--- config.mk ---
export PLATFORM = sky130hd
export DESIGN_NAME = spi_apb_xfer_master
export DESIGN_NICKNAME = d
export VERILOG_FILES = /design/src/rtl/spi_apb_xfer_master.sv
export SDC_FILE = /design/constraint.sdc
export NUM_CORES = 1
export LEC_CHECK = 0
export CORE_ASPECT_RATIO = 1.5
export CORE_MARGIN = 3
export CORE_UTILIZATION = 50
export CTS_BUF_LIST = sky130_fd_sc_hd__clkbuf_4 sky130_fd_sc_hd__clkbuf_8 sky130_fd_sc_hd__clkbuf_16
export DETAILED_ROUTE_END_ITERATION = 8
export HOLD_SLACK_MARGIN = 0.12
export PLACE_DENSITY = 0.75
export SLEW_MARGIN = 20
export SYNTH_ARGS = -nofsm -noshare
export SYNTH_HDL_FRONTEND = slang
export SYNTH_SLANG_ARGS = --single-unit
--- constraint.sdc ---
create_clock -name PCLK -period 2.9 [get_ports PCLK]
set_input_delay 0.29 -clock PCLK [delete_from_list [all_inputs] [get_ports PCLK]]
set_output_delay 0.29 -clock PCLK [all_outputs]
set_load 0.1 [all_outputs]
--- src/rtl/spi_apb_xfer_master.sv ---
// APB master sequencer for the APB-attached SPI master: programs CR1/CR2/BR once
// after reset, then runs one write-DR / poll-SR / read-DR exchange per command byte.
module spi_apb_xfer_master #(
    parameter logic [7:0]  CR1_VAL    = 8'h5C,
    parameter logic [7:0]  CR2_VAL    = 8'h00,
    parameter logic [7:0]  BR_VAL     = 8'h00,
    parameter int unsigned POLL_LIMIT = 16
) (
    input  logic       PCLK,
    input  logic       PRESETn,
    input  logic       cmd_valid,
    input  logic [7:0] cmd_data,
    output logic       cmd_ready,
    output logic       rsp_valid,
    output logic [7:0] rsp_data,
    output logic       rsp_err,
    input  logic       rsp_ready,
    output logic       cfg_done,
    output logic       cfg_fault,
    output logic       busy,
    output logic [2:0] PADDR,
    output logic       PWRITE,
    output logic       PSEL,
    output logic       PENABLE,
    output logic [7:0] PWDATA,
    input  logic [7:0] PRDATA,
    input  logic       PREADY,
    input  logic       PSLVERR
);

    typedef enum logic [3:0] {
        ST_CFG1, ST_CFG2, ST_CFG3, ST_WAIT_CMD, ST_TX, ST_POLL, ST_RX, ST_RSP, ST_FAULT
    } state_t;

    typedef enum logic [1:0] {PH_IDLE, PH_SETUP, PH_ACCESS} phase_t;

    localparam logic [2:0]  ADDR_CR1     = 3'b000;
    localparam logic [2:0]  ADDR_CR2     = 3'b001;
    localparam logic [2:0]  ADDR_BR      = 3'b010;
    localparam logic [2:0]  ADDR_SR      = 3'b011;
    localparam logic [2:0]  ADDR_DR      = 3'b101;
    localparam logic [15:0] POLL_LIMIT_W = 16'(POLL_LIMIT);

    state_t      state_q, state_d;
    phase_t      phase_q, phase_d;
    logic [7:0]  cmd_byte_q, cmd_byte_d;
    logic [15:0] poll_cnt_q, poll_cnt_d;
    logic        psel_q, psel_d;
    logic        penable_q, penable_d;
    logic        pwrite_q, pwrite_d;
    logic [2:0]  paddr_q, paddr_d;
    logic [7:0]  pwdata_q, pwdata_d;
    logic        cmd_ready_q, cmd_ready_d;
    logic        rsp_valid_q, rsp_valid_d;
    logic [7:0]  rsp_data_q, rsp_data_d;
    logic        rsp_err_q, rsp_err_d;
    logic        cfg_done_q, cfg_done_d;
    logic        cfg_fault_q, cfg_fault_d;
    logic        busy_q, busy_d;

    logic       bus_state;
    logic [2:0] bus_addr;
    logic       bus_write;
    logic [7:0] bus_wdata;
    logic       xfer_done;
    logic       rsp_fail;

    // Which APB transaction the current state issues, if any.
    always_comb begin
        bus_state = 1'b1;
        bus_addr  = ADDR_CR1;
        bus_write = 1'b1;
        bus_wdata = CR1_VAL;
        case (state_q)
            ST_CFG1: ;
            ST_CFG2: begin bus_addr = ADDR_CR2; bus_wdata = CR2_VAL;    end
            ST_CFG3: begin bus_addr = ADDR_BR;  bus_wdata = BR_VAL;     end
            ST_TX:   begin bus_addr = ADDR_DR;  bus_wdata = cmd_byte_q; end
            ST_POLL: begin bus_addr = ADDR_SR;  bus_write = 1'b0; bus_wdata = 8'h00; end
            ST_RX:   begin bus_addr = ADDR_DR;  bus_write = 1'b0; bus_wdata = 8'h00; end
            default: begin bus_state = 1'b0;    bus_write = 1'b0; bus_wdata = 8'h00; end
        endcase
    end

    assign xfer_done = bus_state && (phase_q == PH_ACCESS) && PREADY;

    always_comb begin
        // NOTE: every _d starts as its _q so no path through this block can infer a latch.
        state_d     = state_q;
        phase_d     = phase_q;
        cmd_byte_d  = cmd_byte_q;
        poll_cnt_d  = poll_cnt_q;
        psel_d      = psel_q;
        penable_d   = penable_q;
        pwrite_d    = pwrite_q;
        paddr_d     = paddr_q;
        pwdata_d    = pwdata_q;
        cmd_ready_d = cmd_ready_q;
        rsp_valid_d = rsp_valid_q;
        rsp_data_d  = rsp_data_q;
        rsp_err_d   = rsp_err_q;
        cfg_done_d  = cfg_done_q;
        cfg_fault_d = cfg_fault_q;
        busy_d      = busy_q;
        rsp_fail    = 1'b0;

        // Every bus state opens with one idle cycle, which gives the mandatory gap.
        if (bus_state) begin
            case (phase_q)
                PH_IDLE: begin
                    phase_d  = PH_SETUP;
                    psel_d   = 1'b1;
                    paddr_d  = bus_addr;
                    pwrite_d = bus_write;
                    pwdata_d = bus_wdata;
                end
                PH_SETUP: begin
                    phase_d   = PH_ACCESS;
                    penable_d = 1'b1;
                end
                default: begin
                    if (PREADY) begin
                        phase_d   = PH_IDLE;
                        psel_d    = 1'b0;
                        penable_d = 1'b0;
                    end
                end
            endcase
        end

        case (state_q)
            ST_CFG1, ST_CFG2, ST_CFG3: begin
                if (xfer_done) begin
                    if (PSLVERR) begin
                        state_d     = ST_FAULT;
                        cfg_fault_d = 1'b1;
                        busy_d      = 1'b0;
                    end else if (state_q == ST_CFG3) begin
                        state_d     = ST_WAIT_CMD;
                        cfg_done_d  = 1'b1;
                        cmd_ready_d = 1'b1;
                        busy_d      = 1'b0;
                    end else begin
                        state_d = (state_q == ST_CFG1) ? ST_CFG2 : ST_CFG3;
                    end
                end
            end
            ST_WAIT_CMD: begin
                if (cmd_valid && cmd_ready_q) begin
                    state_d     = ST_TX;
                    cmd_byte_d  = cmd_data;
                    poll_cnt_d  = 16'd0;
                    cmd_ready_d = 1'b0;
                    busy_d      = 1'b1;
                end
            end
            ST_TX: begin
                if (xfer_done) begin
                    if (PSLVERR) rsp_fail = 1'b1;
                    else         state_d  = ST_POLL;
                end
            end
            ST_POLL: begin
                if (xfer_done) begin
                    if (PSLVERR) begin
                        rsp_fail = 1'b1;
                    end else if (PRDATA[7]) begin
                        state_d = ST_RX;
                    end else begin
                        poll_cnt_d = (poll_cnt_q == 16'hFFFF) ? poll_cnt_q : poll_cnt_q + 16'd1;
                        if (poll_cnt_d >= POLL_LIMIT_W) rsp_fail = 1'b1;
                    end
                end
            end
            ST_RX: begin
                if (xfer_done) begin
                    if (PSLVERR) begin
                        rsp_fail = 1'b1;
                    end else begin
                        state_d     = ST_RSP;
                        rsp_valid_d = 1'b1;
                        rsp_data_d  = PRDATA;
                        rsp_err_d   = 1'b0;
                    end
                end
            end
            ST_RSP: begin
                if (rsp_ready) begin
                    state_d     = ST_WAIT_CMD;
                    rsp_valid_d = 1'b0;
                    cmd_ready_d = 1'b1;
                    busy_d      = 1'b0;
                end
            end
            default: ;
        endcase

        // Bus error or poll timeout abandons the command with an error response.
        if (rsp_fail) begin
            state_d     = ST_RSP;
            rsp_valid_d = 1'b1;
            rsp_data_d  = 8'h00;
            rsp_err_d   = 1'b1;
        end
    end

    // NOTE: state flops use non-blocking assignments so every flop samples pre-edge values.
    always_ff @(posedge PCLK or negedge PRESETn) begin
        if (!PRESETn) begin
            state_q     <= ST_CFG1;
            phase_q     <= PH_IDLE;
            cmd_byte_q  <= 8'h00;
            poll_cnt_q  <= 16'd0;
            psel_q      <= 1'b0;
            penable_q   <= 1'b0;
            pwrite_q    <= 1'b0;
            paddr_q     <= 3'b000;
            pwdata_q    <= 8'h00;
            cmd_ready_q <= 1'b0;
            rsp_valid_q <= 1'b0;
            rsp_data_q  <= 8'h00;
            rsp_err_q   <= 1'b0;
            cfg_done_q  <= 1'b0;
            cfg_fault_q <= 1'b0;
            busy_q      <= 1'b1;
        end else begin
            state_q     <= state_d;
            phase_q     <= phase_d;
            cmd_byte_q  <= cmd_byte_d;
            poll_cnt_q  <= poll_cnt_d;
            psel_q      <= psel_d;
            penable_q   <= penable_d;
            pwrite_q    <= pwrite_d;
            paddr_q     <= paddr_d;
            pwdata_q    <= pwdata_d;
            cmd_ready_q <= cmd_ready_d;
            rsp_valid_q <= rsp_valid_d;
            rsp_data_q  <= rsp_data_d;
            rsp_err_q   <= rsp_err_d;
            cfg_done_q  <= cfg_done_d;
            cfg_fault_q <= cfg_fault_d;
            busy_q      <= busy_d;
        end
    end

    assign PSEL      = psel_q;
    assign PENABLE   = penable_q;
    assign PWRITE    = pwrite_q;
    assign PADDR     = paddr_q;
    assign PWDATA    = pwdata_q;
    assign cmd_ready = cmd_ready_q;
    assign rsp_valid = rsp_valid_q;
    assign rsp_data  = rsp_data_q;
    assign rsp_err   = rsp_err_q;
    assign cfg_done  = cfg_done_q;
    assign cfg_fault = cfg_fault_q;
    assign busy      = busy_q;

endmodule

==> run metrics, run 1 <==
result of the run=complete, no violations; Hold WC Path Type=register to register; crit path max fanout=9; syn nets=339; Non-Filler Instances=448; ANT cells=0; Die W=70.1 um; reg2reg path depth=8; Post-synth EDFFs=0; detail-routed net length per standard cell=16.2 um; cts repair resizes=0; Cell Chain, Critical Path=ha_1 > and4_1 > nand4_4 > a41o_1 > o32ai_2 > a31oi_4 > nor4_4 > a22o_1; drt total wl=7.26 mm; area grow syn2layout=23.6%; Setup violations, final=0; 1st-iter DRT viols=145; Pleak=1.70 nW; clk sink count=58; async set-reset flop share out of synthesis=100%; CTS tree=done; Max H-tree Level=3; Max transition margin=51.8%; post-DP HPWL=5.27 mm; die footprint=7150 sq um; RSZ-0062 raised after global routing=false; layout cells sized above 1=23.4%; Sequential Power Share=47.4%; via count=2,651; Placeable Area=5870 sq um; antenna-violating nets left=0; gr usage total=22.3%; Tmin final=2650 ps; Synth Warn #=0; clock power share=49.4%; first-pass detailed-route iteration total=4; critical path class=register to register; slowest cell delay on critical path=430 ps; final count of hold timing violations=0; CP endpoint kind=register; Routability Congestion=0.932; vias in the first global route=2,643; CP required=3180 ps; Logic pwr share=3.2%; root buffer cell=clkbuf_8; Via density=5.92; Hold Crit Depth=1; Fillers=489; FF+latch count, synth=58; number of distinct library cells after synthesis=60; cell total after placement=431; Clock transition at path regs=60 ps; Initial Utilization=52.4%; Clock Skew=13.0 ps; Peak Freq=0.377 GHz; Mean Syn Cell Area=9.74 sq um; TritonCTS buffer count=9; top_reg_cell synth=dfrtp_1; largest net degree at the start of global routing=51; row count=34; Reg area=1450 sq um; I/O Pins=50; post-CTS setup buffers=0; TNS Setup=0 ps; CP max stage cell=dfrtp_1; initial antenna violation count=0; worst vdd ir=0.365 mV; multi-input combinational cell area=1500 sq um; Worst-Skew Late Latency=350 ps; DR DRC count=0; synthesized instance count=316; NumNets Final=394; first-pass GRT wire length=12.6 mm; net load switching power=0.361 mW; Levels on crit path=8; CP startpoint kind=register; IO buf count=49; clk buf depth=2; Buf/Inv on CP=0; GRT overflow=0; final period utilization=91.4%; Tightest Pin Transition=723 ps; Die Span Y=102 um; mapped cell area=3080 sq um; Max Cap Violations=0; Pint=1.34 mW; top cell family by delay on the critical path=simple AND/OR/NAND/NOR gates; hold_buf cts=0; Cell Pwr Density=448 nW/um^2; register area share after synthesis=47.2%; crit path DAT=2930 ps; Sw Ratio=21.2%; Slew Viols, Final=0
cell families after synthesis:
family / after synthesis / synth area share, %
xor gates and xnor gates: 4 / 1.14
AOI/OAI and AO/OA: 91 / 19.5
and+or+nand+nor: 129 / 23.2
muxes: 11 / 4.31
buffers and inverters: 22 / 4.19
DFF: 58 / 47.2
adders and majority gates: 1 / 0.407
state kept, by name, indices dropped and copies added, names as in the netlist:
signal      flops
cfg_fault       1
PWDATA          8
rsp_valid       1
poll_cnt_q     16
rsp_err         1
rsp_data        8
PADDR           3
cmd_byte_q      8
PSEL            1
cmd_ready       1
busy            1
PWRITE          1
phase_q         2
PENABLE         1
state_q         4
cfg_done        1
cell usage after synthesis (2+ instances only):
library cell | number | share of area (%)
and4_1 | 5 | 1.4
a31oi_1 | 7 | 1.4
nand2_1 | 40 | 4.9
dfrtp_1 | 57 | 46
a311oi_1 | 2 | 0.57
xor2_1 | 2 | 0.57
or3_2 | 2 | 0.49
and4_2 | 3 | 0.98
and3_1 | 2 | 0.41
a22o_1 | 8 | 2.3
a21oi_1 | 21 | 3.4
buf_2 | 4 | 0.65
o22ai_1 | 2 | 0.41
nor2_1 | 34 | 4.1
o31ai_1 | 8 | 2.0
mux2_2 | 8 | 2.9
xnor2_1 | 2 | 0.57
a211oi_1 | 2 | 0.49
nand3_1 | 6 | 0.98
clkbuf_1 | 7 | 0.85
mux2i_1 | 2 | 0.65
nor3_1 | 6 | 0.98
buf_6 | 5 | 1.8
nand4_1 | 8 | 1.6
nand2b_1 | 2 | 0.41
a41o_1 | 3 | 0.98
and4_4 | 2 | 0.73
inv_1 | 5 | 0.61
o41ai_1 | 2 | 0.57
nor2b_1 | 3 | 0.61
o21ai_0 | 27 | 4.4
area by class of cell:
cell class | instances | share of cell area (%)
inverters | 5 | 0.493
well taps | 72 | 2.37
clock buffers | 10 | 3.62
clock inverters | 6 | 2.37
flip-flops and latches | 58 | 38.2
repair buffers | 61 | 13.4
multi-input cells | 236 | 39.5
layer usage:
| layer | part of all wire (%) | vias to the layer above | global-route usage, % |
|---|---|---|---|
| met5 | 0 | - | 0 |
| met4 | 2.8 | 0 | 10.8 |
| met3 | 4.8 | 23 | 5.41 |
| met2 | 52 | 69 | 38.8 |
| met1 | 41 | 1277 | 25.7 |
| li1 | - | 1282 | - |
final timing paths:
path,from,endpoint,slack (ps)
worst max-delay path,poll_cnt_q[0]$_DFFE_PN0P_,rsp_data[2]$_DFFE_PN0P_,250
worst min register to register,cfg_fault$_DFFE_PN0P_,cfg_fault$_DFFE_PN0P_,480
worst min-delay path,cfg_fault$_DFFE_PN0P_,cfg_fault$_DFFE_PN0P_,480
max in group asynchronous,PRESETn,PWDATA[7]$_DFFE_PN0P_,1810
worst max register to register,poll_cnt_q[0]$_DFFE_PN0P_,rsp_data[2]$_DFFE_PN0P_,250
min in group asynchronous,PRESETn,PWDATA[4]$_DFFE_PN0P_,500
power groups by stage:
stage / sequential, mW / combinational, mW / clock [mW]
6_report: 0.809 / 0.0539 / 0.843
5_1_grt: 0.808 / 0.0602 / 0.900
4_1_cts: 0.809 / 0.0538 / 0.854
3_5_place_dp: 0.824 / 0.0533 / 0
3_3_place_gp: 0.824 / 0.0530 / 0
2_1_floorplan: 0.824 / 0.00370 / 0
through the flow:
stage | util (%) | hold WS (ps) | power (mW) | instance area [sq um] | worst slack (ps)
detailed placement | 60.7 | 460 | 0.877 | 3560 | 303
floorplan | - | -5.59 | 0.828 | 3080 | 333
finish | 64.8 | 477 | 1.71 | 3800 | 251
CTS | 64.6 | 173 | 1.72 | 3790 | 256
global route | 64.8 | 499 | 1.77 | 3800 | 52.2
global placement | 60.7 | 464 | 0.877 | 3560 | 384
cells in the final DEF, fill, tap and decap left out, types with 3 or more instances in the layout:
cell and instances:
a22o_1 8, and4_2 3, mux2_2 8, nand3_1 6, nor3_1 6, nor2_1 34, nand4_1 8, a41o_1 3
nor2b_1 3, buf_4 40, clkbuf_8 10, inv_1 5, a31oi_1 7, dfrtp_1 57, o21ai_0 27, a21oi_1 21
and4_1 5, clkdlybuf4s50_1 20, o31ai_1 8, nand2_1 40
No activity file was read; power rests on OpenSTA's default activity.
==> run 2, diff against run 1 <==
- CELL_PAD_IN_SITES_DETAIL_PLACEMENT: unset -> 1
- CELL_PAD_IN_SITES_GLOBAL_PLACEMENT: unset -> 1
- CORE_UTILIZATION: 50 -> 41
- PLACE_DENSITY: 0.75 -> 0.8
- SLEW_MARGIN: 20 -> unset
==> run 2 against run 1 <==
Effect of this change:
- global-route usage down 1.7 points
- largest cell class unchanged
- critical endpoint is now rsp_data[1]$_DFFE_PN0P_
- non-clock buffer count up 1
- first-iteration DRC count up 5.5%
- largest power group unchanged
==> run metrics, run 2 (synthesis results as in run 1) <==
Peak Freq=0.376 GHz (-0.47%); DR DRC count=0 (unchanged); initial antenna violation count=0 (unchanged); CP required=3170 ps (about the same); final count of hold timing violations=0 (unchanged); commonest non-fill, non-tap cells in the layout=dfrtp_1 (57), nand2_1 (40), buf_4 (40); WHS=455 ps (-21.8 ps); via count=2,684 (+1.2%); first-pass GRT wire length=14.1 mm (+12%); crit path max fanout=9 (unchanged); layout cells sized above 1=23.6% (+0.20 points); RSZ-0062 raised after global routing=false; Placeable Area=7270 sq um (+24%); critical path class=register to register; global-route met3 utilization=3.05% (-2.4 points); Die W=76.7 um (+9.5%); CP startpoint kind=register; worst vdd ir=0.190 mV (-48%); cell total after placement=459 (+6.5%); final period utilization=91.8% (+0.44 points); post-DP HPWL=6.12 mm (+16%); result of the run=complete, no violations; die footprint=8600 sq um (+20%); clk sink count=58 (unchanged); Max H-tree Level=3 (unchanged); drt total wl=8.35 mm (+15%); pre-CTS setup slack=258 ps (-45.3 ps); TNS Setup=0 ps (unchanged); most common cell after layout, fill and taps aside=dfrtp_1; worst setup margin=238 ps (-12.6 ps); crit path DAT=2930 ps (about the same); M1 GR Usage=23.2% (-2.5 points); Pleak=1.70 nW (+0.25%); ANT cells=0 (unchanged); Initial Utilization=42.3% (-10 points); area grow syn2layout=24.8%; Routability Congestion=0.898 (-3.7%); Tmin final=2660 ps (+12.6 ps); reg2reg setup slack=240 ps (about the same); busiest grt layer=met2; GRT overflow=0 (unchanged); Cell Chain, Critical Path=ha_1 > and4_1 > nand4_4 > a41o_1 > o32ai_2 > a31oi_4 > nor4_4 > buf_4 > a22o_1; Via density=5.63 (-4.9%); CP max stage cell=dfrtp_1; I/O Pins=50 (unchanged); TritonCTS buffer count=9 (unchanged); Fillers=852 (+74%); Max Cap Violations=0 (unchanged); CP endpoint kind=register; slowest cell delay on critical path=440 ps (about the same); cts repair resizes=0 (unchanged); gr usage total=20.5% (-1.7 points); detail-routed net length per standard cell=17.5 um (+8.0%); Top reg by flops=poll_cnt_q; Non-Filler Instances=477 (+6.5%); first-pass detailed-route iteration total=5 (+1); vias in the first global route=2,799 (+5.9%); Slew Viols, Final=0 (unchanged); antenna-violating nets left=0 (unchanged); M2 GR Usage=37.6% (-1.2 points); largest net degree at the start of global routing=38 (-25%); Clock Skew=11.0 ps (-1.97 ps); CTS tree=done; root buffer cell=clkbuf_8; 1st-iter DRT viols=153 (+5.5%); Clock transition at path regs=70 ps (about the same); Hold WC Path Type=input port to async pin; Tightest Pin Transition=727 ps (+3.44 ps); Cell Pwr Density=442 nW/um^2 (-1.5%); max reg flops=16 (unchanged); Worst-Skew Late Latency=340 ps (about the same); IO buf count=49 (unchanged); NumNets Final=395 (+0.25%); row count=38 (+12%); Max transition margin=51.6% (-0.23 points); Die Span Y=112 um (+9.8%); clk buf depth=2 (unchanged); Setup violations, final=0 (unchanged)
==> run 2: changes by cell type in the layout (fill, tap and decap cells not counted) <==
cell      previous run  this run
clkinv_4             2         0
buf_2                0         1
clkbuf_4             0         1
clkinv_2             1         2
==> run 2: critical path: cells and delay by family (launching register included) <==
kind	cells	cell delay, ps
AO/OA/AOI/OAI	4	780
AND/OR/NAND/NOR	3	890
adder cells (fa/ha/maj)	1	290
buffers and inverters	1	190
flip-flops	1	440
==> run 2: report_power, final <==
part           internal [mW]  switching [mW]  leakage (nW)  total [mW]
Combinational         0.0281          0.0276         0.821      0.0557
Sequential             0.809               0         0.770       0.809
Clock                  0.514           0.318         0.113       0.831
==> run 2: repair_timing <==
action,4_1_cts,5_1_grt
hold buffers,1,0
setup buffers,0,1
endpoints found under the hold margin,20,0
endpoints found under the setup margin,0,4
==> run 2: stage by stage <==
| step | instance area, sq um | util, % | power [mW] |
|---|---|---|---|
| floorplan | 3080 | - | 0.828 |
| global placement | 3600 | 49.5 | 0.880 |
| global route | 3840 | 52.8 | 1.76 |
| finish | 3840 | 52.8 | 1.70 |
| detailed placement | 3600 | 49.5 | 0.880 |
| CTS | 3830 | 52.7 | 1.72 |
==> run 2: final timing paths <==
path	start	endpoint	depth (start not counted)
min reg2reg	cfg_fault$_DFFE_PN0P_	cfg_fault$_DFFE_PN0P_	1
max reg2reg	poll_cnt_q[0]$_DFFE_PN0P_	rsp_data[1]$_DFFE_PN0P_	9
max in group asynchronous	PRESETn	cmd_byte_q[7]$_DFFE_PN0P_	3
min	PRESETn	rsp_data[0]$_DFFE_PN0P_	2
max	poll_cnt_q[0]$_DFFE_PN0P_	rsp_data[1]$_DFFE_PN0P_	9
min in group PCLK	cfg_fault$_DFFE_PN0P_	cfg_fault$_DFFE_PN0P_	1
==> run 2: metal layers <==
layer / share of wire [%] / wire length, um
met1: 38 / 3160
met2: 57 / 4730
met3: 2.6 / 216
met4: 2.9 / 242
met5: 0 / 0
==> run 2: layout make-up <==
cell class,instances,area [sq um],share of cell area [%]
Clock inverter,5,77.6,2.02
Clock buffer,11,145,3.78
Timing Repair Buffer,62,515,13.4
Sequential cell,58,1450,37.8
Tap cell,100,125,3.26
Inverter,5,18.8,0.489
Multi-Input combinational cell,236,1500,39.2
==> run 3, diff against run 2 <==
- CORE_MARGIN: 3 -> 2
==> run 3 against run 2 <==
Effect of this change:
- die area decreased by 4.3%
- sequential power about the same
- clock skew decreased by 1.7 ps
- core utilization decreased by 0.48 points
- routed wire length increased by 0.95%
- first-iteration DRC count decreased by 25%
- critical path depth decreased by 1
- cell count decreased by 0.42%
==> run metrics, run 3 (synthesis results as in run 1) <==
Max Cap Violations=0 (unchanged); CP required=3180 ps (about the same); hold_buf cts=1 (unchanged); Fillers=865 (+1.5%); total power=1.59 mW (-6.1%); most common cell after layout, fill and taps aside=dfrtp_1; I/O Pins=50 (unchanged); Reg area=1450 sq um (unchanged); final period utilization=90.9% (-0.88 points); Peak Freq=0.379 GHz (+0.96%); final core occ=52.3% (-0.48 points); area grow syn2layout=23.6%; critical path class=register to register; post-CTS setup buffers=0 (unchanged); CP startpoint kind=register; end of the worst register-to-register path=rsp_data[7]$_DFFE_PN0P_; Clock transition at path regs=70 ps (about the same); IO buf count=49 (unchanged); worst setup margin=263 ps (+25.4 ps); initial antenna violation count=0 (unchanged); first-pass detailed-route iteration total=4 (-1); layout cells sized above 1=23.2% (-0.41 points); crit path DAT=2920 ps (about the same); first-pass GRT wire length=13.7 mm (-2.8%); Top reg by flops=poll_cnt_q; Tmin final=2640 ps (-25.4 ps); Slew Viols, Final=0 (unchanged); Initial Utilization=42.3% (unchanged); 1st-iter DRT viols=115 (-25%); largest net degree at the start of global routing=59 (+55%); Max transition margin=50.2% (-1.3 points); Via density=5.66 (+0.57%); drt total wl=8.43 mm (+0.95%); result of the run=complete, no violations; TritonCTS buffer count=9 (unchanged); detail-routed net length per standard cell=17.7 um (+1.4%); via count=2,688 (+0.15%); CTS tree=done; post-DP HPWL=6.07 mm (-0.74%); ANT cells=0 (unchanged); multi-input combinational cell area=1500 sq um (unchanged); die footprint=8230 sq um (-4.3%); cts repair resizes=0 (unchanged); final count of hold timing violations=0 (unchanged); clk buf depth=2 (unchanged); Clock Skew=9.27 ps (-1.73 ps); GRT overflow=0 (unchanged); TNS Setup=0 ps (unchanged); DR DRC count=0 (unchanged); Placeable Area=7270 sq um (unchanged); Hold WC Path Type=input port to async pin; Cell Pwr Density=419 nW/um^2 (-5.2%); Pleak=1.69 nW (-0.85%); Reg2Reg Launch Point=poll_cnt_q[0]$_DFFE_PN0P_; pre-CTS setup slack=275 ps (+17.0 ps); clk sink count=58 (unchanged); NumNets Final=393 (-0.51%); Setup violations, final=0 (unchanged); Worst-Skew Late Latency=360 ps (+20 ps); Routability Congestion=0.903 (+0.51%); row count=38 (unchanged); gr usage total=22.5% (+1.9 points); reg2reg setup slack=260 ps (+30 ps); Max H-tree Level=3 (unchanged); Die W=74.7 um (-2.6%); vias in the first global route=2,825 (+0.93%); Tightest Pin Transition=746 ps (+19.7 ps); Non-Filler Cell Area, Final=3800 sq um (-0.91%); CP endpoint kind=register; commonest non-fill, non-tap cells in the layout=dfrtp_1 (57), nand2_1 (40), buf_4 (37); max reg flops=16 (unchanged); crit path max fanout=9 (unchanged); worst vdd ir=0.266 mV (+40%); RSZ-0062 raised after global routing=false; reg2reg path depth=8 (-1); Placed Area=3600 sq um (+0.14%); Die Span Y=110 um (-1.8%); antenna-violating nets left=0 (unchanged); root buffer cell=clkbuf_8
run 3: changes by cell type in the layout (fill, tap and decap cells not counted):
cell        delta
buf_4          -3
bufinv_16      -2
clkbuf_8       +2
buf_12         +1
clkbuf_4       +1
clkinvlp_4     -1
run 3: cell type report:
type / count / share of cell area [%]
clock inverters: 2 / 0.263
flip-flops and latches: 58 / 38.2
multi-input cells: 236 / 39.5
repair buffers: 60 / 13.5
well taps: 100 / 3.29
clock buffers: 14 / 4.74
inverters: 5 / 0.493
run 3: worst max path at each step:
stage / start / end / slack, ps
6_report: poll_cnt_q[0]$_DFFE_PN0P_ / rsp_data[7]$_DFFE_PN0P_ / 260
4_1_cts: poll_cnt_q[0]$_DFFE_PN0P_ / rsp_data[7]$_DFFE_PN0P_ / 280
3_3_place_gp: PREADY / rsp_data[1]$_DFFE_PN0P_ / 370
2_1_floorplan: cmd_ready$_DFFE_PN0P_ / poll_cnt_q[3]$_DFFE_PN0P_ / 330
5_1_grt: poll_cnt_q[0]$_DFFE_PN0P_ / rsp_data[7]$_DFFE_PN0P_ / 50
3_5_place_dp: PREADY / rsp_data[7]$_DFFE_PN0P_ / 270
run 3: per-stage QoR:
stage	cells	hold slack, ps
after global placement	458	314
after detailed placement	458	322
after CTS	475	474
after floorplan	316	-5.59
after global routing	475	508
final	475	475
run 3: worst max-delay path: stages (launching register included):
cell	delay (ps)
dfrtp_1	430
ha_1	270
and4_1	430
nand4_4	200
a41o_1	290
o32ai_2	170
a31oi_4	190
nor4_4	370
a22o_1	210
run 3: power breakdown:
| group | internal, mW | leakage, nW | switching, mW |
|---|---|---|---|
| sequential | 0.809 | 0.770 | 0 |
| clock | 0.397 | 0.103 | 0.330 |
| combinational | 0.0302 | 0.816 | 0.0279 |
run 3: metal layers:
layer / share of wire, % / routed length, um / vias to the layer above / track usage (%)
li1: - / - / 1266 / -
met5: 0 / 0 / - / 0
met4: 4.7 / 395 / 0 / 15.8
met1: 39 / 3270 / 1342 / 23.5
met2: 54 / 4530 / 50 / 39.3
met3: 2.7 / 226 / 30 / 4.18
